File: config.mk
export PLATFORM = sky130hd
export DESIGN_NAME = nested_int_ctrl
export DESIGN_NICKNAME = d
export VERILOG_FILES = /design/src/rtl/int_ctrl_pkg.sv /design/src/rtl/int_edge_sync.sv /design/src/rtl/nested_int_ctrl.sv
export SDC_FILE = /design/constraint.sdc
export NUM_CORES = 1
export LEC_CHECK = 0
export ABC_CLOCK_PERIOD_IN_PS = 5200
export CAP_MARGIN = 20
export CORE_MARGIN = 2
export CORE_UTILIZATION = 55
export DETAILED_ROUTE_END_ITERATION = 7
export GPL_TIMING_DRIVEN = 0
export HOLD_SLACK_MARGIN = 0.05
export PLACE_DENSITY = 0.9
export SYNTH_ARGS = -nofsm -noshare
export SYNTH_HDL_FRONTEND = slang
export SYNTH_SLANG_ARGS = --single-unit
File: constraint.sdc
create_clock -name clk -period 5.2 [get_ports clk]
set_clock_uncertainty 0.05 [all_clocks]
set_input_delay 1.56 -clock clk [delete_from_list [all_inputs] [get_ports clk]]
set_output_delay 1.56 -clock clk [all_outputs]
set_load 0.03 [all_outputs]
File: src/rtl/int_ctrl_pkg.sv
// Shared interrupt-controller constants and helpers.
// Also imported by the CPU exception unit.
package int_ctrl_pkg;

  localparam int NUM_CH_DEF      = 4;
  localparam int NEST_DEPTH_DEF  = 4;
  localparam int SYNC_STAGES_DEF = 2;

  // Width needed to hold an index in 0..n-1, never below 1.
  function automatic int ch_width(input int n);
    return (n <= 2) ? 1 : $clog2(n);
  endfunction

endpackage

File: src/rtl/int_edge_sync.sv
// Multi-flop synchroniser plus rising-edge detector.
// Emits a one-cycle pulse per synchronised rise.
module int_edge_sync
  import int_ctrl_pkg::*;
#(
  parameter int SYNC_STAGES = SYNC_STAGES_DEF
) (
  input  logic clk,
  input  logic clr_n,
  input  logic raw,
  output logic rise
);

  logic [SYNC_STAGES-1:0] sync;
  logic                   prev;

  // Shift the raw line in and keep a delayed copy.
  always_ff @(posedge clk or negedge clr_n) begin
    if (!clr_n) begin
      sync <= '0;
      prev <= 1'b0;
    end else begin
      sync <= {sync[SYNC_STAGES-2:0], raw};
      prev <= sync[SYNC_STAGES-1];
    end
  end

  assign rise = sync[SYNC_STAGES-1] & ~prev;

endmodule

File: src/rtl/nested_int_ctrl.sv
// Nesting interrupt controller: pending latch,
// priority pick, in-service stack, CPU handshake.
module nested_int_ctrl
  import int_ctrl_pkg::*;
#(
  parameter int NUM_CH      = NUM_CH_DEF,
  parameter int NEST_DEPTH  = NEST_DEPTH_DEF,
  parameter int SYNC_STAGES = SYNC_STAGES_DEF,
  localparam int CH_W       = ch_width(NUM_CH)
) (
  input  logic              clk,
  input  logic              clr_n,
  input  logic [NUM_CH-1:0] int_signal,
  input  logic [NUM_CH-1:0] int_mask,
  input  logic              int_enable,
  input  logic              int_ack,
  input  logic              eret,
  output logic              int_req,
  output logic [CH_W-1:0]   int_num,
  output logic [NUM_CH-1:0] int_waiting,
  output logic              in_service,
  output logic [CH_W-1:0]   cur_level,
  output logic              nest_full
);

  localparam int SP_W  = $clog2(NEST_DEPTH + 1);
  localparam int IDX_W = ch_width(NEST_DEPTH);

  logic [NUM_CH-1:0] rise;
  logic [NUM_CH-1:0] pending;
  logic [NUM_CH-1:0] pend_nx;
  logic [NUM_CH-1:0] elig;
  logic [NUM_CH-1:0] clr_mask;
  logic [CH_W-1:0]   stk [NEST_DEPTH];
  logic [CH_W-1:0]   top_q;
  logic [CH_W-1:0]   top_nx;
  logic [CH_W-1:0]   cand;
  logic [SP_W-1:0]   sp;
  logic [SP_W-1:0]   sp_pop;
  logic [SP_W-1:0]   sp_nx;
  logic [IDX_W-1:0]  push_idx;
  logic [IDX_W-1:0]  top_idx;
  logic              ack_ok;
  logic              pop;
  logic              full_nx;
  logic              preempt;
  logic              req_nx;

  for (genvar g = 0; g < NUM_CH; g++) begin : g_sync
    int_edge_sync #(
      .SYNC_STAGES(SYNC_STAGES)
    ) u_sync (
      .clk  (clk),
      .clr_n(clr_n),
      .raw  (int_signal[g]),
      .rise (rise[g])
    );
  end

  // Next-state stack/pending and the request decision.
  // Pop happens before push so eret+ack swaps the top.
  always_comb begin
    ack_ok   = int_ack & int_req;
    pop      = eret & (sp != '0);
    sp_pop   = sp - SP_W'(pop);
    sp_nx    = sp_pop + SP_W'(ack_ok);
    push_idx = IDX_W'(sp_pop);
    top_idx  = IDX_W'(sp_nx - 1'b1);
    clr_mask = '0;
    if (ack_ok) clr_mask[int_num] = 1'b1;
    pend_nx  = (pending & ~clr_mask) | rise;
    elig     = pend_nx & ~int_mask;
    cand     = '0;
    for (int i = 0; i < NUM_CH; i++) begin
      if (elig[i]) cand = CH_W'(i);
    end
    unique case (1'b1)
      (sp_nx == '0): top_nx = '0;
      ack_ok:        top_nx = int_num;
      default:       top_nx = stk[top_idx];
    endcase
    preempt = (sp_nx == '0) | (cand > top_nx);
    full_nx = (sp_nx == SP_W'(NEST_DEPTH));
    req_nx  = int_enable & (|elig) & preempt
            & ~full_nx;
  end

  // Control state: pending, pointer, top, request.
  always_ff @(posedge clk or negedge clr_n) begin
    if (!clr_n) begin
      pending <= '0;
      sp      <= '0;
      top_q   <= '0;
      int_req <= 1'b0;
      int_num <= '0;
    end else begin
      pending <= pend_nx;
      sp      <= sp_nx;
      top_q   <= top_nx;
      int_req <= req_nx;
      int_num <= req_nx ? cand : '0;
    end
  end

  // Stack storage written on each accepted ack.
  always_ff @(posedge clk or negedge clr_n) begin
    if (!clr_n) begin
      for (int i = 0; i < NEST_DEPTH; i++)
        stk[i] <= '0;
    end else if (ack_ok) begin
      stk[push_idx] <= int_num;
    end
  end

  assign int_waiting = pending;
  assign in_service  = (sp != '0);
  assign cur_level   = top_q;
  assign nest_full   = (sp == SP_W'(NEST_DEPTH));

endmodule

==> metrics <==
status=finished clean; number of standard cells after synthesis=116; most frequently used flop master after synthesis=dfrtp_1; Mapped Avg Cell Area=12.5 µm²; post-detailed-placement cell area=1740 µm²; Crit path buffers/inverters=3; CTS hold repair buffers=0; Top cell by count, worst path=ha_1; sequential-to-total area share from yosys stat=a little under three fifths; highest-utilization routing layer at the global route stage=met2; Initial DRT Pass Iterations=4; met2 routing resource usage after global routing=31.5%; Setup Total Neg Slack=0 ps; vias in the first global route=~1000; fraction of the core area covered by cells at the end of the flow=72.6%; ratio of cells with drive above 1 in the final layout=about 17%; Initial Util=58.1%; count of clock tree sinks=32; number of DRC violations after detailed routing=0; clock buffer count from CTS=5; transition at the pin with the smallest max-transition slack=631 ps; port bufs=22; PwrDens=653 nW/µm²; static leakage power=about 0.86 nW; Cell Rows=18; post-CTS repair timing setup buffer count=0; post-route design area=1810 µm²; gr ovfl total=0; net total in the final layout=between 150 and 200; number of antenna repair diodes=0; crit path max fanout=6; register bit total from synthesis=32; top-level port count=24; number of antenna violations at the first check in global routing=0; shortest period the worst path allows=~4700 ps; Max clock buf depth=2; Post-synth EDFFs=0; full die area=roughly 3100 µm²; arrival time of the worst setup path=4910 ps; Min-Delay Path Class=register to register; # Max-Cap Violations=0; met1 routing resource usage after global routing=approximately a quarter; all-layer global routing usage=around a fifth; total count of max-transition violations in the final report=0; met3 track demand over resource=5.39%; largest incremental delay on the critical path=a little over 400 ps; Slew headroom=between 50% and 60%; Worst setup startpoint=eret; Max stage delay cell, worst path=clkdlybuf4s50_1; most common library cell in the layout ignoring fill and taps=dfrtp_1; clock tree from TritonCTS=built; origin of the worst min-delay path=g_sync[0].u_sync.sync[0]$_DFF_PN0_; Root Driver=clkbuf_4; Via Count=960; Final Setup Violations=0; most used cells in the layout excluding fill and tap cells=dfrtp_1 (32), clkdlybuf4s50_1 (22), inv_1 (9), nor2_1 (9), mux2_2 (8); r2r startpoint=sp[2]$_DFF_PN0_; cell-by-cell listing of the critical path=clkdlybuf4s50_1, and2_1, ha_1, ha_1, inv_1, ha_1, inv_1, ha_1, nor2_1, mux2i_1, a41oi_1, ha_1, nor2b_1, o21ai_0, a21bo_1, o21ba_4; half-perimeter wire length of the detailed placement result=1.98 mm; setup repair after global routing missed its margin=no; cell area after technology mapping=1450 µm²; Layout area overhead=24.9%; CP endpoint kind=register; Iteration-0 DRC Markers=23; maximum resistive drop on vdd=477 µV; Clock Pin Slew Worst Setup and Hold Paths=roughly 100 ps; cell type group with the largest total delay on the critical path=adder cells; Max Fclk=0.211 GHz; H-Tree Depth=2; Synth Net Count=135; type of the worst setup path=input port to register; width of the die=55.4 µm; Clock Latency Late Sink=about 330 ps; Wirelength per Cell=roughly 15 µm; first-pass GRT wire length=4.62 mm; fill count=166; unique cell type count in the Yosys netlist=38; largest net degree at the start of global routing=22; overall die height=between 50 and 60 µm; final weighted congestion in routability-driven placement=0.877; Hold Violations, Final=0; ANT nets after route=0; routed vias/inst=roughly 5.4; kind of launch point of the worst setup path=input port; total length of routed wires=2.66 mm; Resize count post-CTS=0; Synthesis Warnings=0; WP data required=5380 ps; final critical-path share of the clock period=90.9%; area of the core=2500 µm²; asr flop ratio synth=100%
cell usage after synthesis, drive strengths merged, types with 2 or more instances:
master | count | share of area [%]
a21o | 2 | 1.0
nand2b | 2 | 0.86
nand4 | 3 | 1.3
nor3 | 3 | 1.0
o21ai | 3 | 1.0
and3 | 2 | 0.86
ha | 6 | 5.2
mux2 | 9 | 7.2
nand2 | 7 | 3.1
mux2i | 3 | 2.1
nand3 | 3 | 1.0
nor2b | 3 | 1.3
inv | 9 | 2.3
dfrtp | 32 | 55
buf | 4 | 2.4
nor2 | 9 | 2.3
through the flow:
step | cells | setup WS [ps] | hold WS, ps | total power, W
5_1_grt | 177 | 313 | 327 | 0.00128
3_5_place_dp | 169 | 216 | 293 | 0.000984
6_report | 177 | 471 | 311 | 0.00119
3_3_place_gp | 168 | 329 | 282 | 0.000957
4_1_cts | 177 | 511 | 316 | 0.00119
2_1_floorplan | 116 | 903 | 281 | 0.000832
kinds of logic (layout without fill, tap and decap cells):
family          count (synthesis)  count (layout)  synth area share (%)
buf+inv                        13              44                  4.74
simple gates                   35              35                  13.3
xor+xnor                        2               2                  3.45
compound gates                 16              16                  8.96
fa+ha+maj                       6               6                  5.17
flops                          32              32                  55.1
mux                            12              12                  9.30
cell type report:
class | instances | area [µm²] | share of cell area, %
clock buffers | 6 | 41.3 | 2.28
multi-input cells | 71 | 583 | 32.1
repair buffers | 23 | 248 | 13.7
inverters | 9 | 33.8 | 1.86
clock inverters | 2 | 35.0 | 1.93
well taps | 30 | 37.5 | 2.07
plain buffers | 4 | 35.0 | 1.93
flip-flops and latches | 32 | 801 | 44.1
sequential cells by signal (all words and copies together), names as in the netlist:
signal,count
g_sync.u_sync.sync,8
stk,8
g_sync.u_sync.prev,4
int_waiting,4
sp,3
cur_level,2
int_num,2
int_req,1
worst paths after layout:
path | to | slack, ps | depth (start not counted)
setup / recovery | int_num[0]$_DFF_PN0_ | 470 | 16
setup reg to reg | int_num[0]$_DFF_PN0_ | 1280 | 16
min in group asynchronous | g_sync[2].u_sync.prev$_DFF_PN0_ | 1560 | 1
hold reg to reg | g_sync[0].u_sync.sync[1]$_DFF_PN0_ | 310 | 0
hold / removal | g_sync[0].u_sync.sync[1]$_DFF_PN0_ | 310 | 0
max in group asynchronous | g_sync[3].u_sync.sync[0]$_DFF_PN0_ | 3020 | 2
where the power goes:
| part | switching [W] | internal [W] | leakage (nW) |
|---|---|---|---|
| registers | 0.0000337 | 0.000308 | 0.384 |
| logic | 0.000349 | 0.000313 | 0.438 |
| clock network | 0.0000814 | 0.000101 | 0.0422 |
| total | 0.000464 | 0.000722 | 0.864 |
layer usage:
metal,share of wire [%],vias up
li1,-,464
met1,44,463
met2,50,25
met4,2.4,0
met5,0,-
met3,3.5,8
worst register-to-register path: stages (launching register included):
cell     delay, ps
dfrtp_1        420
or3_1          390
and2_1         190
ha_1           190
ha_1           350
inv_1           90
ha_1           310
inv_1           50
ha_1           360
nor2_1          90
mux2i_1        240
a41oi_1        160
ha_1           330
nor2b_1        130
o21ai_0        140
a21bo_1        180
o21ba_4        160
Power figures use the tool's default switching activity.
==> RTL change, RTL diff (config.mk and constraints unchanged) <==
The output `cur_level` loses its register stage (`top_q` becomes a continuous assignment).
--- a/src/rtl/nested_int_ctrl.sv
+++ b/src/rtl/nested_int_ctrl.sv
@@ -90,17 +90,17 @@
     if (!clr_n) begin
       pending <= '0;
       sp      <= '0;
-      top_q   <= '0;
       int_req <= 1'b0;
       int_num <= '0;
     end else begin
       pending <= pend_nx;
       sp      <= sp_nx;
-      top_q   <= top_nx;
       int_req <= req_nx;
       int_num <= req_nx ? cand : '0;
     end
   end
+
+  assign top_q = top_nx;
 
   // Stack storage written on each accepted ack.
   always_ff @(posedge clk or negedge clr_n) begin
Check against the original RTL: not equivalent (Yosys sat finds a counterexample within 4 cycles, from zero or initial values).
==> RTL change against the original RTL <==
  * Area after synthesis decreased by 3.4%
  * Cell area increased by 4.2%
  * Worst setup slack got worse by 410 ps
  * Wire length increased by 25%
  * Sequential share of layout area decreased by 4.4 points
  * Core utilization increased by 4.4 points
  * Hold slack got worse by 6.1 ps
  * Sequential cell count decreased by 2
Power is left out: the tool's default activity adds up to more than one toggle a clock period on the data nets, which glitch-free logic cannot reach.
==> RTL change: results (changes against the original RTL) <==
[status]
status=complete, no violations  ; unchanged

[cts]
post_cts_buffers=4  ; was 0
clk_latency_ps=340
htreeDepth=2  ; unchanged
cts_resized=30  ; was 0
numCtsBuffers=5  ; unchanged
cts_root_buf=clkbuf_4  ; unchanged
cts_buffer_depth=2  ; unchanged

[finish]
n_antenna_cell=0  ; unchanged
drive_gt1_frac=0.307  ; was 0.170
fillers=140  ; was 166
final_cells=180  ; was 177

[route]
drt_first_pass_iters=4  ; unchanged
drt_iter0_markers=41  ; was 23
route.met2.wl_mm=1.71  ; was 1.33 mm
vias=1039  ; was 960
wl_met3_microns=216  ; was 93 microns
wl_per_cell_microns=18.4  ; was 15.0 microns
wl_met1_mm=1.31  ; was 1.17 mm

[yosys]
yosysTopAreaCellShare=0.535  ; was 0.551
yosysSeqAreaShare=0.535  ; was 0.551
synth_compound_area_frac=0.0928  ; was 0.0896
post_synth_mux_area_share=0.0963  ; was 0.0930
synthAdderAreaFrac=0.0535  ; was 0.0517
synth_commonest_cells=30 x dfrtp_1, 9 x inv_1, 9 x nor2_1  ; was 32 x dfrtp_1, 9 x inv_1, 9 x nor2_1
synth_nets=133  ; was 135
synth_xor_area_frac=0.0357  ; was 0.0345
synth-warning-count=0  ; unchanged
netlist_top_cells_area=dfrtp_1 54%, mux2_2 6.4%, ha_1 5.4%  ; was dfrtp_1 55%, mux2_2 6.2%, ha_1 5.2%
syn_avg_cell_area_sq_um=12.3  ; was 12.5 sq um

[placed_design]
globalplace.congestion=0.790  ; was 0.877
dpl.hpwl_mm=2.14  ; was 1.98 mm
dpl.cell_count=167  ; was 169
place_area_sq_mm=0.00169  ; was 0.00174 sq mm

[critical_path]
worst-path-max-fanout=6  ; unchanged
worstRegToRegCells=17  ; was 16
cp_slowest_cell=ha_4  ; was clkdlybuf4s50_1
reg2reg_to=int_num[0]  ; unchanged
critPathTopFamily=adder cells  ; unchanged
reg2reg_setup_slack_ps=1380  ; was 1280 ps
critPathMaxStageDelay_ps=310  ; was 410 ps
critPathLaunch=eret  ; unchanged

[grt]
antenna_found_initial=0  ; unchanged
grt_usage=0.263  ; was 0.198
grt_first_pass_wirelength_mm=5.08  ; was 4.62 mm
grt_max_degree=18  ; was 22
grt_pass1_vias=1064  ; was 1,007
grt.met2_usage=0.426  ; was 0.315
use_met3=0.109  ; was 0.0539
met1_usage=0.283  ; was 0.245

[hold_path]
whs_path_depth=0  ; unchanged
hold_end=g_sync[1].u_sync.sync[1]  ; was g_sync[0].u_sync.sync[1]
min-delay-start=g_sync[1].u_sync.sync[0]  ; was g_sync[0].u_sync.sync[0]

[sta]
tightest_slew_ps=761  ; was 631 ps
setup_viol_count_final=0  ; unchanged
fmax_mhz=195  ; was 211 MHz

==> RTL change: worst max-delay path by stage <==
stage,to,slack (ps),cells after the start
floorplan,cur_level[0],60,10
global placement,cur_level[0],-950,12
detailed placement,cur_level[0],-1030,12
CTS,cur_level[0],40,12
global route,cur_level[0],20,11
finish,cur_level[1],60,12
==> RTL change: stage by stage <==
step / setup slack (ps) / setup TNS [ps] / hold slack, ps
2_1_floorplan: 60.2 / 0 / 281
3_3_place_gp: -947 / -1830 / 283
3_5_place_dp: -1030 / -2030 / 286
4_1_cts: 41.8 / 0 / 307
5_1_grt: 20.8 / 0 / 316
6_report: 58.9 / 0 / 305
==> RTL change: final cells by class <==
class	instances	area [sq um]	area share
inverters	9	36.3	0.0192
flip-flops and latches	30	751	0.397
multi-input cells	71	667	0.353
well taps	30	37.5	0.0199
repair buffers	28	283	0.150
clock buffers	5	37.5	0.0199
clock inverters	3	40.0	0.0212
plain buffers	4	38.8	0.0205
